<file path="config.mk">
export PLATFORM = sky130hd
export DESIGN_NAME = psi_divider
export DESIGN_NICKNAME = d
export VERILOG_FILES = /design/src/rtl/psi_divider.sv
export SDC_FILE = /design/constraint.sdc
export NUM_CORES = 1
export LEC_CHECK = 0
export ABC_AREA = 1
export CAP_MARGIN = 20
export CORE_MARGIN = 2
export CORE_UTILIZATION = 54
export DETAILED_ROUTE_END_ITERATION = 8
export GPL_TIMING_DRIVEN = 0
export PLACE_DENSITY = 0.81
export SLEW_MARGIN = 20
export SYNTH_ARGS = -nofsm -noshare
export SYNTH_HDL_FRONTEND = slang
export SYNTH_SLANG_ARGS = --single-unit
</file>
<file path="constraint.sdc">
create_clock -name clk -period 2.39 [get_ports clk]
set_clock_uncertainty 0.2 [all_clocks]
set_input_delay 0.3585 -clock clk [delete_from_list [all_inputs] [get_ports clk]]
set_output_delay 0.3585 -clock clk [all_outputs]
set_load 0.05 [all_outputs]
</file>
<file path="src/rtl/psi_divider.sv">
// psi_divider: regenerates the PSI feedback square wave from the regulator divisor.
// psiOut is high for (shadowDiv+1) cycles, then low for (shadowDiv+1) cycles.
// A new divisor is taken only at a period boundary, so no phase is ever cut short.
// Optional feature macro: PSI_DIV_LOCK_DETECT_EN enables the divisor-lock detector.
// Without it, locked is held at 0 and the port list is unchanged.
module psi_divider #(
  parameter int WIDTH      = 8,
  parameter int RESET_DIV  = 127,
  parameter int LOCK_COUNT = 4
) (
  input  logic             clk,
  input  logic             rst,
  input  logic             en,
  input  logic [WIDTH-1:0] divIn,
  output logic             psiOut,
  output logic             periodDone,
  output logic [WIDTH-1:0] curDiv,
  output logic             locked
);

  localparam logic [WIDTH-1:0] RESET_VAL = WIDTH'(RESET_DIV);
  localparam logic [WIDTH-1:0] ZERO      = '0;
  localparam logic [WIDTH-1:0] ONE       = WIDTH'(1);

  typedef enum logic [1:0] {
    IDLE = 2'd0,
    HIGH = 2'd1,
    LOW  = 2'd2
  } state_t;

  state_t           state, state_next;
  logic [WIDTH-1:0] cnt, cnt_next;
  logic [WIDTH-1:0] shadow_div, shadow_next;
  logic             start_period;

  // Next-state logic: count each phase down to zero, reload from the shadow
  // divisor between phases, and latch a fresh divisor only at period start.
  always_comb begin
    state_next   = state;
    cnt_next     = cnt;
    shadow_next  = shadow_div;
    start_period = 1'b0;
    case (state)
      IDLE: begin
        if (en) begin
          state_next   = HIGH;
          shadow_next  = divIn;
          cnt_next     = divIn;
          start_period = 1'b1;
        end
      end
      HIGH: begin
        if (cnt != ZERO) begin
          cnt_next = cnt - ONE;
        end else begin
          state_next = LOW;
          cnt_next   = shadow_div;
        end
      end
      LOW: begin
        if (cnt != ZERO) begin
          cnt_next = cnt - ONE;
        end else if (en) begin
          state_next   = HIGH;
          shadow_next  = divIn;
          cnt_next     = divIn;
          start_period = 1'b1;
        end else begin
          state_next = IDLE;
        end
      end
      default: begin
        state_next = IDLE;
      end
    endcase
  end

  // State register; outputs are registered from the next state so they line
  // up exactly with the phase they describe (periodDone in the last LOW cycle).
  always_ff @(posedge clk or posedge rst) begin
    if (rst) begin
      state      <= IDLE;
      cnt        <= ZERO;
      shadow_div <= RESET_VAL;
      psiOut     <= 1'b0;
      periodDone <= 1'b0;
    end else begin
      state      <= state_next;
      cnt        <= cnt_next;
      shadow_div <= shadow_next;
      psiOut     <= (state_next == HIGH);
      periodDone <= (state_next == LOW) && (cnt_next == ZERO);
    end
  end

  assign curDiv = shadow_div;

`ifdef PSI_DIV_LOCK_DETECT_EN
  localparam int LCW = $clog2(LOCK_COUNT + 1);
  localparam logic [LCW-1:0] LOCK_MAX = LCW'(LOCK_COUNT);
  localparam logic [LCW-1:0] LOCK_ONE = LCW'(1);

  logic [LCW-1:0] lock_cnt, lock_next;

  // Lock counter: counts back-to-back periods whose new divisor equals the
  // previous one; a start from IDLE is treated as a change, IDLE clears it.
  always_comb begin
    lock_next = lock_cnt;
    if (state_next == IDLE) begin
      lock_next = '0;
    end else if (start_period) begin
      if ((state == LOW) && (divIn == shadow_div)) begin
        lock_next = (lock_cnt == LOCK_MAX) ? lock_cnt : lock_cnt + LOCK_ONE;
      end else begin
        lock_next = '0;
      end
    end
  end

  // Lock register and its registered indicator.
  always_ff @(posedge clk or posedge rst) begin
    if (rst) begin
      lock_cnt <= '0;
      locked   <= 1'b0;
    end else begin
      lock_cnt <= lock_next;
      locked   <= (lock_next == LOCK_MAX);
    end
  end
`else
  // Lock detector not built: the expression is constant 0 for any legal LOCK_COUNT.
  assign locked = (LOCK_COUNT < 0);
`endif

endmodule

</file>
==> flow_summary_export.csv <==
group,metric,value,unit
status,status,"completed",
routing,drc_errors,0,
floorplanning,io_pins,22,
grt,grt_pass1_wl,5860,µm
clock_network,cts_root_buf,"clkbuf_4",
clock_network,clock_path_buffers,2,
routing,finalWirelength,3300,µm
sta,max_freq,449,MHz
yosys,yosys-top-cells-area,"dfrtp_1, nand2_1, dfstp_2",
yosys,synth_common_cells,"nand2_1, inv_1, dfrtp_1",
power,finalPower,0.567,mW
critical_path,crit_fanout,3,
grt,grt_max_degree,21,
power,peakVddDrop,0.000337,V
sta,hold_viol_final,0,
place,post-place-cells,264,
sta,min_period,2.23,ns
layout,area_growth,17.4,%
floorplanning,coreArea,2710,µm²
clock_network,cts_sinks,20,
yosys,synth_top_area_cell,"dfrtp_1",
sta,slew_viol_final,0,
power,p_per_area,318,nW/µm²
critical_path,worst_setup_path_end_kind,"output pin",
clock_network,clock_latency,0.30,ns
sta,layout_setup_ws,0.165,ns
routing,drt_iter0_drc,33,
critical_path,crit_arrival,1.67,ns
grt,gr-total-overflow,0,
yosys,async_reset_ff_share,100,%
place,place.gp.congestion,0.889,
critical_path,start_kind,"flop",
routing,num_vias,1387,
routing,wl_per_cell,12.3,µm
floorplanning,initial_core_util,56.1,%
place,dp_hpwl,2550,µm
yosys,yosysTopAreaCellShare,21.4,%
layout,diodes,0,
floorplanning,die_w,57.1,µm
floorplanning,die_y,57.1,µm
yosys,syn_inst,213,
yosys,synth_area,1520,µm²
clock_network,cts_tree,"yes",
critical_path,crit_family,"buffers and inverters",
yosys,syn_avg_cell_area,7.14,µm²
sta,setup_tns,0,ns
yosys,synth.distinct_cells,30,
critical_path,cp.required,1.83,ns
layout,drive_above_1_share,22.8,%
clock_network,clkTransAtPathRegs,0.11,ns
floorplanning,dieArea,3260,µm²
power,total_leakage_power,0.852,nW
sta,worstMarginPinSlew,0.748,ns
yosys,synth-edff-count,0,
grt,first_global_vias,1348,
yosys,post-synth-top-count-cell,"nand2_1",
grt,grt.total_usage,23.4,%
sta,max_slew_margin,50.1,%
routing,ant_nets,0,
worst_hold_path,hold_path_class,"input pin to async pin",
sta,fin_crit_sh,93.1,%
yosys,synth_ff_type,"dfrtp_1",
layout,instances_no_fill,268,
floorplanning,rows,19,
place,port_buffers,20,
yosys,yosysWarnings,0,
job,max_cap_viol_count,0,
critical_path,critical_path_buf_inv_count,1,
yosys,syn_nets,226,
sta,setup_violations,0,
layout,fillers,242,
clock_network,cts_setup_buffers,0,
critical_path,worstSetupPathType,"flop to output pin",
clock_network,cts_hold_buf,0,
critical_path,slowest_stage,"clkdlybuf4s50_1",
sta,rsz0062_at_grt,"no",
yosys,synth_seq_cells,20,
critical_path,critPathMaxStageDelay,0.80,ns
clock_network,numCtsBuffers,3,
routing,via_per_inst,5.18,
clock_network,h-tree-depth,1,
place,place_ws,0.0635,ns
routing,drt_pass1_iterations,5,
grt,grt_antenna_before_repair,0,
layout,layout.nets,251,
yosys,ys_seq_area_share,33.5,%
clock_network,cts_resized,0,
critical_path,path_cells,"clkdlybuf4s50_1",
==> cell usage in the layout (no fill, tap or decap), drive strengths merged <==
cell type,count
or2,5
o211ai,1
dfrtp,13
conb,1
nand3,16
buf,6
clkdlybuf4s50,20
xor2,2
clkbuf,5
dfstp,7
ha,2
nor2,16
a22oi,2
nand2,84
nand4,1
o21ai,23
inv,33
==> kinds of logic after synthesis <==
kind of cell    synth area share (%)
simple gates                    39.1
fa+ha+maj                       1.65
buf+inv                         12.6
flops                           33.5
compound gates                  11.8
xor+xnor                        1.15
other cells                    0.247
==> layer usage <==
layer,track usage (%),share of wire (%),vias up
li1,-,-,702
met1,29.3,43,640
met2,40.2,50,39
met3,4.76,5.4,6
met4,7.64,1.6,0
met5,0,0,-
==> flip-flops by register name, summed over array words and instances, names as in the netlist <==
| register | cells |
|---|---|
| cnt | 8 |
| psiOut | 1 |
| curDiv | 8 |
| state | 2 |
| periodDone | 1 |
==> final timing paths <==
check	start	end	slack, ns	cells after the start
min reg2reg	curDiv[5]	curDiv[5]	0.30	2
min	rst	cnt[3]	0.27	2
max	curDiv[1]	curDiv[1]	0.16	1
min in group clk	curDiv[5]	curDiv[5]	0.30	2
max reg2reg	cnt[0]	periodDone	0.32	11
max in group asynchronous	rst	state[0]	1.25	2
==> power breakdown <==
group          internal (mW)  leakage [nW]  switching [mW]
combinational         0.0227         0.615          0.0322
sequential             0.340         0.222         0.00166
clock                 0.0651        0.0150           0.105
total                  0.428         0.852           0.139
==> stage by stage <==
stage          cell area [µm²]  hold WS (ns)  utilization, %
4_1_cts                   1790         0.298            65.9
3_5_place_dp              1760         0.282            64.9
5_1_grt                   1790         0.321            65.9
3_3_place_gp              1760         0.278            64.9
2_1_floorplan             1520         0.117               -
6_report                  1790         0.271            65.9
==> layout make-up <==
class	instances	area (µm²)	share of cell area [%]
Buffer	7	65.1	3.64
Clock buffer	4	26.3	1.47
Inverter	33	126	7.08
Multi-Input combinational cell	153	820	45.9
Sequential cell	20	509	28.5
Tap cell	31	38.8	2.17
Timing Repair Buffer	20	200	11.2
No activity file was read; power rests on OpenSTA's default activity.
